**src/rtl/regfile_mmio_if.sv**
```systemverilog
// Register-file bus: write port, two read ports, switch input and display output.
interface regfile_mmio_if #(
    parameter int unsigned DATA_WIDTH = 32,
    parameter int unsigned ADDR_WIDTH = 5,
    parameter int unsigned USER_WIDTH = 6
);
    logic                  RegWrite;
    logic [ADDR_WIDTH-1:0] writeRegister;
    logic [DATA_WIDTH-1:0] writeData;
    logic [ADDR_WIDTH-1:0] readRegister1;
    logic [ADDR_WIDTH-1:0] readRegister2;
    logic [USER_WIDTH-1:0] user_number;
    logic [DATA_WIDTH-1:0] readData1;
    logic [DATA_WIDTH-1:0] readData2;
    logic [DATA_WIDTH-1:0] toDisplay;
    logic                  display_strobe;

    // Datapath side: drives indices and data, consumes read results.
    modport master (
        output RegWrite, writeRegister, writeData, readRegister1, readRegister2, user_number,
        input  readData1, readData2, toDisplay, display_strobe
    );

    // Register file side.
    modport slave (
        input  RegWrite, writeRegister, writeData, readRegister1, readRegister2, user_number,
        output readData1, readData2, toDisplay, display_strobe
    );
endinterface

```
**src/rtl/regfile_mmio.sv**
```systemverilog
// Register file with registered reads, hardwired r0, a switch-input register
// loaded every cycle and a display-output register mirrored with a change strobe.
module regfile_mmio #(
    parameter int unsigned DATA_WIDTH  = 32,
    parameter int unsigned ADDR_WIDTH  = 5,
    parameter int unsigned USER_WIDTH  = 6,
    parameter int unsigned IO_IN_REG   = 30,
    parameter int unsigned IO_OUT_REG  = 31,
    parameter bit          WRITE_FIRST = 1'b1
) (
    input logic           clock,
    input logic           reset,
    regfile_mmio_if.slave bus
);
    localparam int DEPTH = 2 ** ADDR_WIDTH;
    localparam logic [ADDR_WIDTH-1:0] IN_IDX  = ADDR_WIDTH'(IO_IN_REG);
    localparam logic [ADDR_WIDTH-1:0] OUT_IDX = ADDR_WIDTH'(IO_OUT_REG);

    // Reject parameter sets that would alias the I/O registers or truncate the switches.
    if (IO_IN_REG == 0 || IO_IN_REG >= DEPTH) begin : g_bad_in_reg
        $error("regfile_mmio: IO_IN_REG must be nonzero and below the depth");
    end
    if (IO_OUT_REG == 0 || IO_OUT_REG >= DEPTH) begin : g_bad_out_reg
        $error("regfile_mmio: IO_OUT_REG must be nonzero and below the depth");
    end
    if (IO_IN_REG == IO_OUT_REG) begin : g_bad_io_alias
        $error("regfile_mmio: IO_IN_REG and IO_OUT_REG must differ");
    end
    if (USER_WIDTH > DATA_WIDTH) begin : g_bad_user_width
        $error("regfile_mmio: USER_WIDTH must not exceed DATA_WIDTH");
    end

    logic [DATA_WIDTH-1:0] regs [DEPTH];
    logic [DATA_WIDTH-1:0] read_data1, read_data2, to_display;
    logic                  strobe;

    logic                  write_ok;
    logic [DATA_WIDTH-1:0] switch_value;
    logic [DATA_WIDTH-1:0] rd1_next, rd2_next, display_next;
    logic                  strobe_next;

    // Value a read port captures: post-edge contents when write-first, stored contents otherwise.
    function automatic logic [DATA_WIDTH-1:0] read_pick(
        input logic [ADDR_WIDTH-1:0] idx,
        input logic [DATA_WIDTH-1:0] stored,
        input logic                  wok,
        input logic [ADDR_WIDTH-1:0] widx,
        input logic [DATA_WIDTH-1:0] wdata,
        input logic [DATA_WIDTH-1:0] sw
    );
        if (idx == '0) return '0;
        if (!WRITE_FIRST) return stored;
        if (idx == IN_IDX) return sw;
        if (wok && idx == widx) return wdata;
        return stored;
    endfunction

    // Next-state decode for reads, display mirror and change strobe.
    always_comb begin
        write_ok     = bus.RegWrite && (bus.writeRegister != '0) && (bus.writeRegister != IN_IDX);
        switch_value = DATA_WIDTH'(bus.user_number);
        rd1_next     = read_pick(bus.readRegister1, regs[bus.readRegister1], write_ok,
                                 bus.writeRegister, bus.writeData, switch_value);
        rd2_next     = read_pick(bus.readRegister2, regs[bus.readRegister2], write_ok,
                                 bus.writeRegister, bus.writeData, switch_value);
        display_next = (write_ok && bus.writeRegister == OUT_IDX) ? bus.writeData : regs[OUT_IDX];
        strobe_next  = (display_next != to_display);
    end

    // Storage: write port plus the unconditional switch load; r0 is never written.
    always_ff @(posedge clock) begin
        if (reset) begin
            for (int i = 0; i < DEPTH; i++) regs[i] <= '0;
        end else begin
            if (write_ok) regs[bus.writeRegister] <= bus.writeData;
            regs[IN_IDX] <= switch_value;
        end
    end

    // Registered read ports, display copy and strobe.
    always_ff @(posedge clock) begin
        if (reset) begin
            read_data1 <= '0;
            read_data2 <= '0;
            to_display <= '0;
            strobe     <= 1'b0;
        end else begin
            read_data1 <= rd1_next;
            read_data2 <= rd2_next;
            to_display <= display_next;
            strobe     <= strobe_next;
        end
    end

    assign bus.readData1      = read_data1;
    assign bus.readData2      = read_data2;
    assign bus.toDisplay      = to_display;
    assign bus.display_strobe = strobe;
endmodule

```
**src/flat_wrapper.sv**
```systemverilog
// flat-port wrapper written by rule: the top's interface ports become plain ports
module regfile_mmio_flat 
#(
    parameter int unsigned DATA_WIDTH  = 32,
    parameter int unsigned ADDR_WIDTH  = 5,
    parameter int unsigned USER_WIDTH  = 6,
    parameter int unsigned IO_IN_REG   = 30,
    parameter int unsigned IO_OUT_REG  = 31,
    parameter bit          WRITE_FIRST = 1'b1
)
  (clock, reset, bus_RegWrite, bus_writeRegister, bus_writeData, bus_readRegister1, bus_readRegister2, bus_user_number, bus_readData1, bus_readData2, bus_toDisplay, bus_display_strobe);
  regfile_mmio_if #(.DATA_WIDTH(DATA_WIDTH), .ADDR_WIDTH(ADDR_WIDTH), .USER_WIDTH(USER_WIDTH)) bus_i ();
  input logic clock;
  input logic reset;
  input wire logic [$bits(bus_i.RegWrite)-1:0] bus_RegWrite;
  input wire logic [$bits(bus_i.writeRegister)-1:0] bus_writeRegister;
  input wire logic [$bits(bus_i.writeData)-1:0] bus_writeData;
  input wire logic [$bits(bus_i.readRegister1)-1:0] bus_readRegister1;
  input wire logic [$bits(bus_i.readRegister2)-1:0] bus_readRegister2;
  input wire logic [$bits(bus_i.user_number)-1:0] bus_user_number;
  output wire logic [$bits(bus_i.readData1)-1:0] bus_readData1;
  output wire logic [$bits(bus_i.readData2)-1:0] bus_readData2;
  output wire logic [$bits(bus_i.toDisplay)-1:0] bus_toDisplay;
  output wire logic [$bits(bus_i.display_strobe)-1:0] bus_display_strobe;
  assign bus_i.RegWrite = bus_RegWrite;
  assign bus_i.writeRegister = bus_writeRegister;
  assign bus_i.writeData = bus_writeData;
  assign bus_i.readRegister1 = bus_readRegister1;
  assign bus_i.readRegister2 = bus_readRegister2;
  assign bus_i.user_number = bus_user_number;
  assign bus_readData1 = bus_i.readData1;
  assign bus_readData2 = bus_i.readData2;
  assign bus_toDisplay = bus_i.toDisplay;
  assign bus_display_strobe = bus_i.display_strobe;
  regfile_mmio #(.DATA_WIDTH(DATA_WIDTH), .ADDR_WIDTH(ADDR_WIDTH), .USER_WIDTH(USER_WIDTH), .IO_IN_REG(IO_IN_REG), .IO_OUT_REG(IO_OUT_REG), .WRITE_FIRST(WRITE_FIRST)) u_core (.clock(clock), .reset(reset), .bus(bus_i));
endmodule
```
**config.mk**
```make
export PLATFORM = sky130hd
export DESIGN_NAME = regfile_mmio_flat
export DESIGN_NICKNAME = d
export VERILOG_FILES = /design/src/rtl/regfile_mmio_if.sv /design/src/rtl/regfile_mmio.sv /design/src/flat_wrapper.sv
export SDC_FILE = /design/constraint.sdc
export NUM_CORES = 2
export LEC_CHECK = 0
export CAP_MARGIN = 20
export CORE_MARGIN = 1.5
export CORE_UTILIZATION = 50
export CTS_CLUSTER_DIAMETER = 50
export DETAILED_ROUTE_END_ITERATION = 16
export PLACE_DENSITY = 0.75
export SYNTH_ARGS = -nofsm -noshare
export SYNTH_HDL_FRONTEND = slang
export SYNTH_SLANG_ARGS = --single-unit
```
**constraint.sdc**
```tcl
create_clock -name clock -period 7.8 [get_ports clock]
set_clock_uncertainty 0.1 [all_clocks]
set_input_delay 1.56 -clock clock [delete_from_list [all_inputs] [get_ports clock]]
set_output_delay 1.56 -clock clock [all_outputs]
set_load 0.02 [all_outputs]
```
# Yosys cells after proc, flatten, opt, wreduce, memory -nomap -nowiden
# Memory sizes are Yosys's and may differ from the RTL's.
# Cells that the tools add are included.
[word_totals]
out_inout_bits = 97
ramBits = 1024
romBits = 0
mem_count = 1
regBits = 97
word_cells = 57
latchBits = 0
[memory_table]
columns = ["name", "words", "width", "read_ports", "rd_ports_with_merged_regs", "write_ports", "line", "rtl"]
rows = [
  ["u_core.regs", 32, 32, 3, 0, 32, "regfile_mmio.sv:33", "logic [DATA_WIDTH-1:0] regs [DEPTH];"],
]
[op_classes]
div_mod_pow = 0
n_bitwise = 1
magnitude_cmp = 0
multipliers = 0
n_shift = 0
n_addsub = 0
eq_ne = 7
n_reduce_logical = 9
mux = 35
[op_table]
columns = ["cell", "n"]
rows = [
  ["$mux 32", 15],
  ["$ne 32x32->1", 1],
  ["$reduce_or 32->1", 1],
  ["$mux 1", 19],
  ["$eq 5x5->1 const B", 3],
  ["$eq 5x5->1", 2],
  ["$logic_not 5->1", 2],
  ["$logic_and 1x1->1", 5],
  ["$mux 5", 1],
  ["$ne 5x5->1 const B", 1],
  ["$reduce_bool 5->1", 1],
  ["$or 1x1->1", 1],
]

# Longest topological paths before layout
[logic_depth]
word_depth = 10
ltp_mapped = 11

# Worst setup path after synthesis
# No wires, ideal clock.
[synth_path]
kind = "input-to-reg"
from = "input port bus_writeRegister[1]"
to = "memory u_core.regs[26][0] (enable)"
path_buffers = 2
path_stages = 8
t_arrival_ps = 3421
path_slack_ps = 3904
path_cell_list = "buf_2 -> nand4_1 -> a21oi_1 -> nand2b_4 -> or4b_1 -> buf_4 -> nor2_2 -> or2_2"
[synth_lines]
columns = ["item", "line", "rtl"]
rows = [
  ["from (decl)", "flat_wrapper.sv:16", "input wire logic [$bits(bus_i.writeRegister)-1:0] bus_writeRegister;"],
  ["to (decl)", "regfile_mmio.sv:33", ""],
]

==> run_results.csv <==
group,metric,value,unit
final_layout,layout_common_cells,"edfxtp_1 (992), and2_1 (754), mux2i_1 (460), mux4_2 (294), nor3_1 (226)",
timing,tightest_slew,1.22,ns
final_layout,utilization,0.562,
setup_path,critPathMaxFanout,35,
setup_path,r2r_slack,5.24,ns
min_path,min_path_type,"reg -> reg",
setup_path,required,8.04,ns
yosys,ys_seq_area_frac,0.555,
clocking,tritoncts,"built",
timing,maxSlewHeadroom,0.181,
pwr,peakVddDrop,0.000191,V
floorplanning,die_h,345,um
setup_path,crit_chain,"clkdlybuf4s50_1 > nand4_1 > a21oi_1 > nand2b_4 > or4b_2 > buf_4 > nor2_4 > buf_4 > or2_2",
setup_path,max_stage_delay,0.93,ns
clocking,clkTransAtPathRegs,0.06,ns
floorplanning,die-area,119000,um^2
yosys,synth-edff-count,992,
floorplanning,io_pins,153,
setup_path,rr_worst_depth,6,
final_layout,nFillCells,8994,
timing,drv_slew,0,
clocking,cts_setup_buffers,0,
setup_path,crit_top_cell,"buf_4",
placed_design,place_congestion,0.921,
clocking,cts_buffer_depth,3,
floorplanning,die_w,345,um
global_route,antenna_found_initial,19,
detailed_routing,dr.pass1.iters,9,
yosys,yosys_warnings,0,
clocking,htreeDepth,3,
yosys,synth_seq_cells,1121,
detailed_routing,dr.first_iter.drc_count,6953,
global_route,grt_use_total,0.328,
timing,grt_setup_unrepaired,"false",
setup_path,path_class,"in -> reg",
clocking,clk-insertion-delay-late,0.73,ns
setup_path,cp-start-kind,"input pin",
timing,finalHoldViolCount,0,
run,drv_cap,0,
final_layout,fin_nets,4368,
detailed_routing,wl,197000,um
yosys,synthCells,4328,
final_layout,final_common_cell,"edfxtp_1",
timing,tns,0,ns
pwr,p_leak,22.8,nW
detailed_routing,vias_per_cell,7.03,
pwr,powerDensity,226,nW/um^2
detailed_routing,drc,0,
final_layout,area_delta_synth_final,11.6,%
floorplanning,rows,125,
min_path,min_from,"u_core.regs[31][23]",
global_route,grt_pass1_wl,278000,um
global_route,grt_pass1_vias,40575,
setup_path,crit_arrival,5.61,ns
yosys,yosysUniqueCellTypes,56,
placed_design,numPortBuffers,152,
timing,period_needed,5.37,ns
global_route,grt_max_degree,115,
clocking,cts_resized,0,
setup_path,cp-end-kind,"flop",
setup_path,r2r-start,"u_core.regs[31][0]",
setup_path,crit_family,"simple AND/OR/NAND/NOR gates",
placed_design,placed_cell_area,61200,um^2
clocking,cts_hold_buffers,0,
min_path,whs_path_depth,2,
floorplanning,start_util,0.503,
setup_path,cp.depth,9,
yosys,syn_area,58400,um^2
floorplanning,core,116000,um^2
final_layout,drive_gt1_frac,0.158,
timing,fmax,186,MHz
clocking,cts_buffers,119,
clocking,clkSinkCount,1121,
final_layout,instances_no_fill,5937,
timing,holdWs,0.577,ns
min_path,hold_end,"u_core.bus.toDisplay[23]",
setup_path,slowest_stage,"or2_2",
clocking,cts-root-buf,"clkbuf_16",
status,status,"complete, no violations",
yosys,ys.flop_type,"edfxtp_1",
placed_design,hpwl,119000,um
timing,finalSetupViolations,0,
detailed_routing,dr_total_vias,41729,
detailed_routing,wire_per_inst,33.2,um
placed_design,dpl.cell_count,5714,
setup_path,cp_num_buf_inv,3,
timing,fin_crit_sh,0.689,
global_route,overflow,0,
yosys,avgSynthCellArea,13.5,um^2
detailed_routing,drtAntennaViolNets,0,
setup_path,r2r_end,"u_core.bus.readData1[0]",
yosys,async_flop_share,0,
final_layout,finalInstanceArea,65100,um^2
==> Yosys cell counts (3+ instances only) <==
cell type	count	area, um^2
buf_1	38	143
and4_1	3	26.3
or2_2	32	200
nor2_2	7	43.8
a222oi_1	3	30.0
inv_1	27	101
clkbuf_1	320	1200
dfxtp_1	129	2580
nor2_1	137	514
xnor2_1	20	175
a32o_1	53	531
clkbuf_2	12	60.1
xor2_1	27	236
o221ai_1	20	175
o21ai_0	11	55.1
nor2b_1	14	87.6
and2_1	754	4720
edfxtp_1	992	29800
buf_6	5	56.3
nand3b_1	3	22.5
o22ai_1	17	106
nand2b_1	3	18.8
nor2_4	5	56.3
o211ai_1	108	811
nor3_1	227	1140
buf_2	56	280
a221oi_1	215	1880
a21oi_1	55	275
nand3_1	3	15.0
nand2_1	74	278
buf_4	44	330
mux2i_1	460	4600
a22oi_1	115	863
nor4_1	7	43.8
nand4_1	7	43.8
a31oi_1	3	18.8
mux4_2	294	6620
==> layer usage <==
metal	track usage	vias to the layer above	part of all wire
li1	-	16686	-
met5	0	-	0.00040
met3	0.0909	803	0.15
met1	0.412	20674	0.33
met4	0.187	12	0.067
met2	0.511	3554	0.46
==> registers in the layout, indices dropped and copies added (netlist names) <==
signal / count
u_core.bus.readData1: 32
u_core.regs: 1024
u_core.bus.toDisplay: 32
u_core.bus.readData2: 32
u_core.bus.display_strobe: 1
==> final cells by class <==
class	instances	area, um^2	area share
clock buffer	156	3320	0.0510
timing repair buffer	281	2680	0.0412
multi-input combinational	2760	24100	0.371
sequential	1121	32400	0.497
antenna	1	2.50	0.0000384
inverter	29	111	0.00171
tap	1524	1910	0.0293
clock inverter	65	589	0.00905
==> where the power goes <==
| group | switching [W] | total, W | internal, W | leakage [nW] |
|---|---|---|---|---|
| Combinational | 0.00116 | 0.00188 | 0.000715 | 10.4 |
| Sequential | 0.000227 | 0.00711 | 0.00688 | 10.5 |
| Clock | 0.00245 | 0.00571 | 0.00326 | 1.90 |
| Total | 0.00384 | 0.0147 | 0.0109 | 22.8 |
==> logic make-up after synthesis <==
logic type,synth area share
other,0.0000643
and+or+nand+nor,0.125
DFF,0.555
xor gates and xnor gates,0.00705
muxes,0.192
AOI/OAI and AO/OA,0.0835
buffers and inverters,0.0374
==> worst register-to-register path, delay by kind of cell, from the launching register on <==
family	cells	cell delay (ns)
DFF	1	0.56
buffers and inverters	1	0.08
AOI/OAI and AO/OA	1	0.43
muxes	2	1.08
and+or+nand+nor	2	0.18
==> worst max-delay path by stage <==
stage                               from                 end  slack [ns]
floorplan           bus_writeRegister[1]  u_core.regs[26][0]        3.90
global placement    bus_writeRegister[4]  u_core.regs[2][12]        1.84
detailed placement  bus_writeRegister[2]  u_core.regs[6][15]        1.77
CTS                 bus_writeRegister[2]   u_core.regs[6][5]        2.49
global route        bus_writeRegister[4]  u_core.regs[6][19]        2.26
finish              bus_writeRegister[2]  u_core.regs[2][20]        2.43
==> stage by stage <==
step                      power (W)  worst slack (ns)
after global placement      0.00898              1.84
after detailed placement    0.00903              1.77
after global routing         0.0150              2.26
after CTS                    0.0146              2.49
after floorplan             0.00827              3.90
final                        0.0147              2.43
Power figures use the tool's default switching activity.
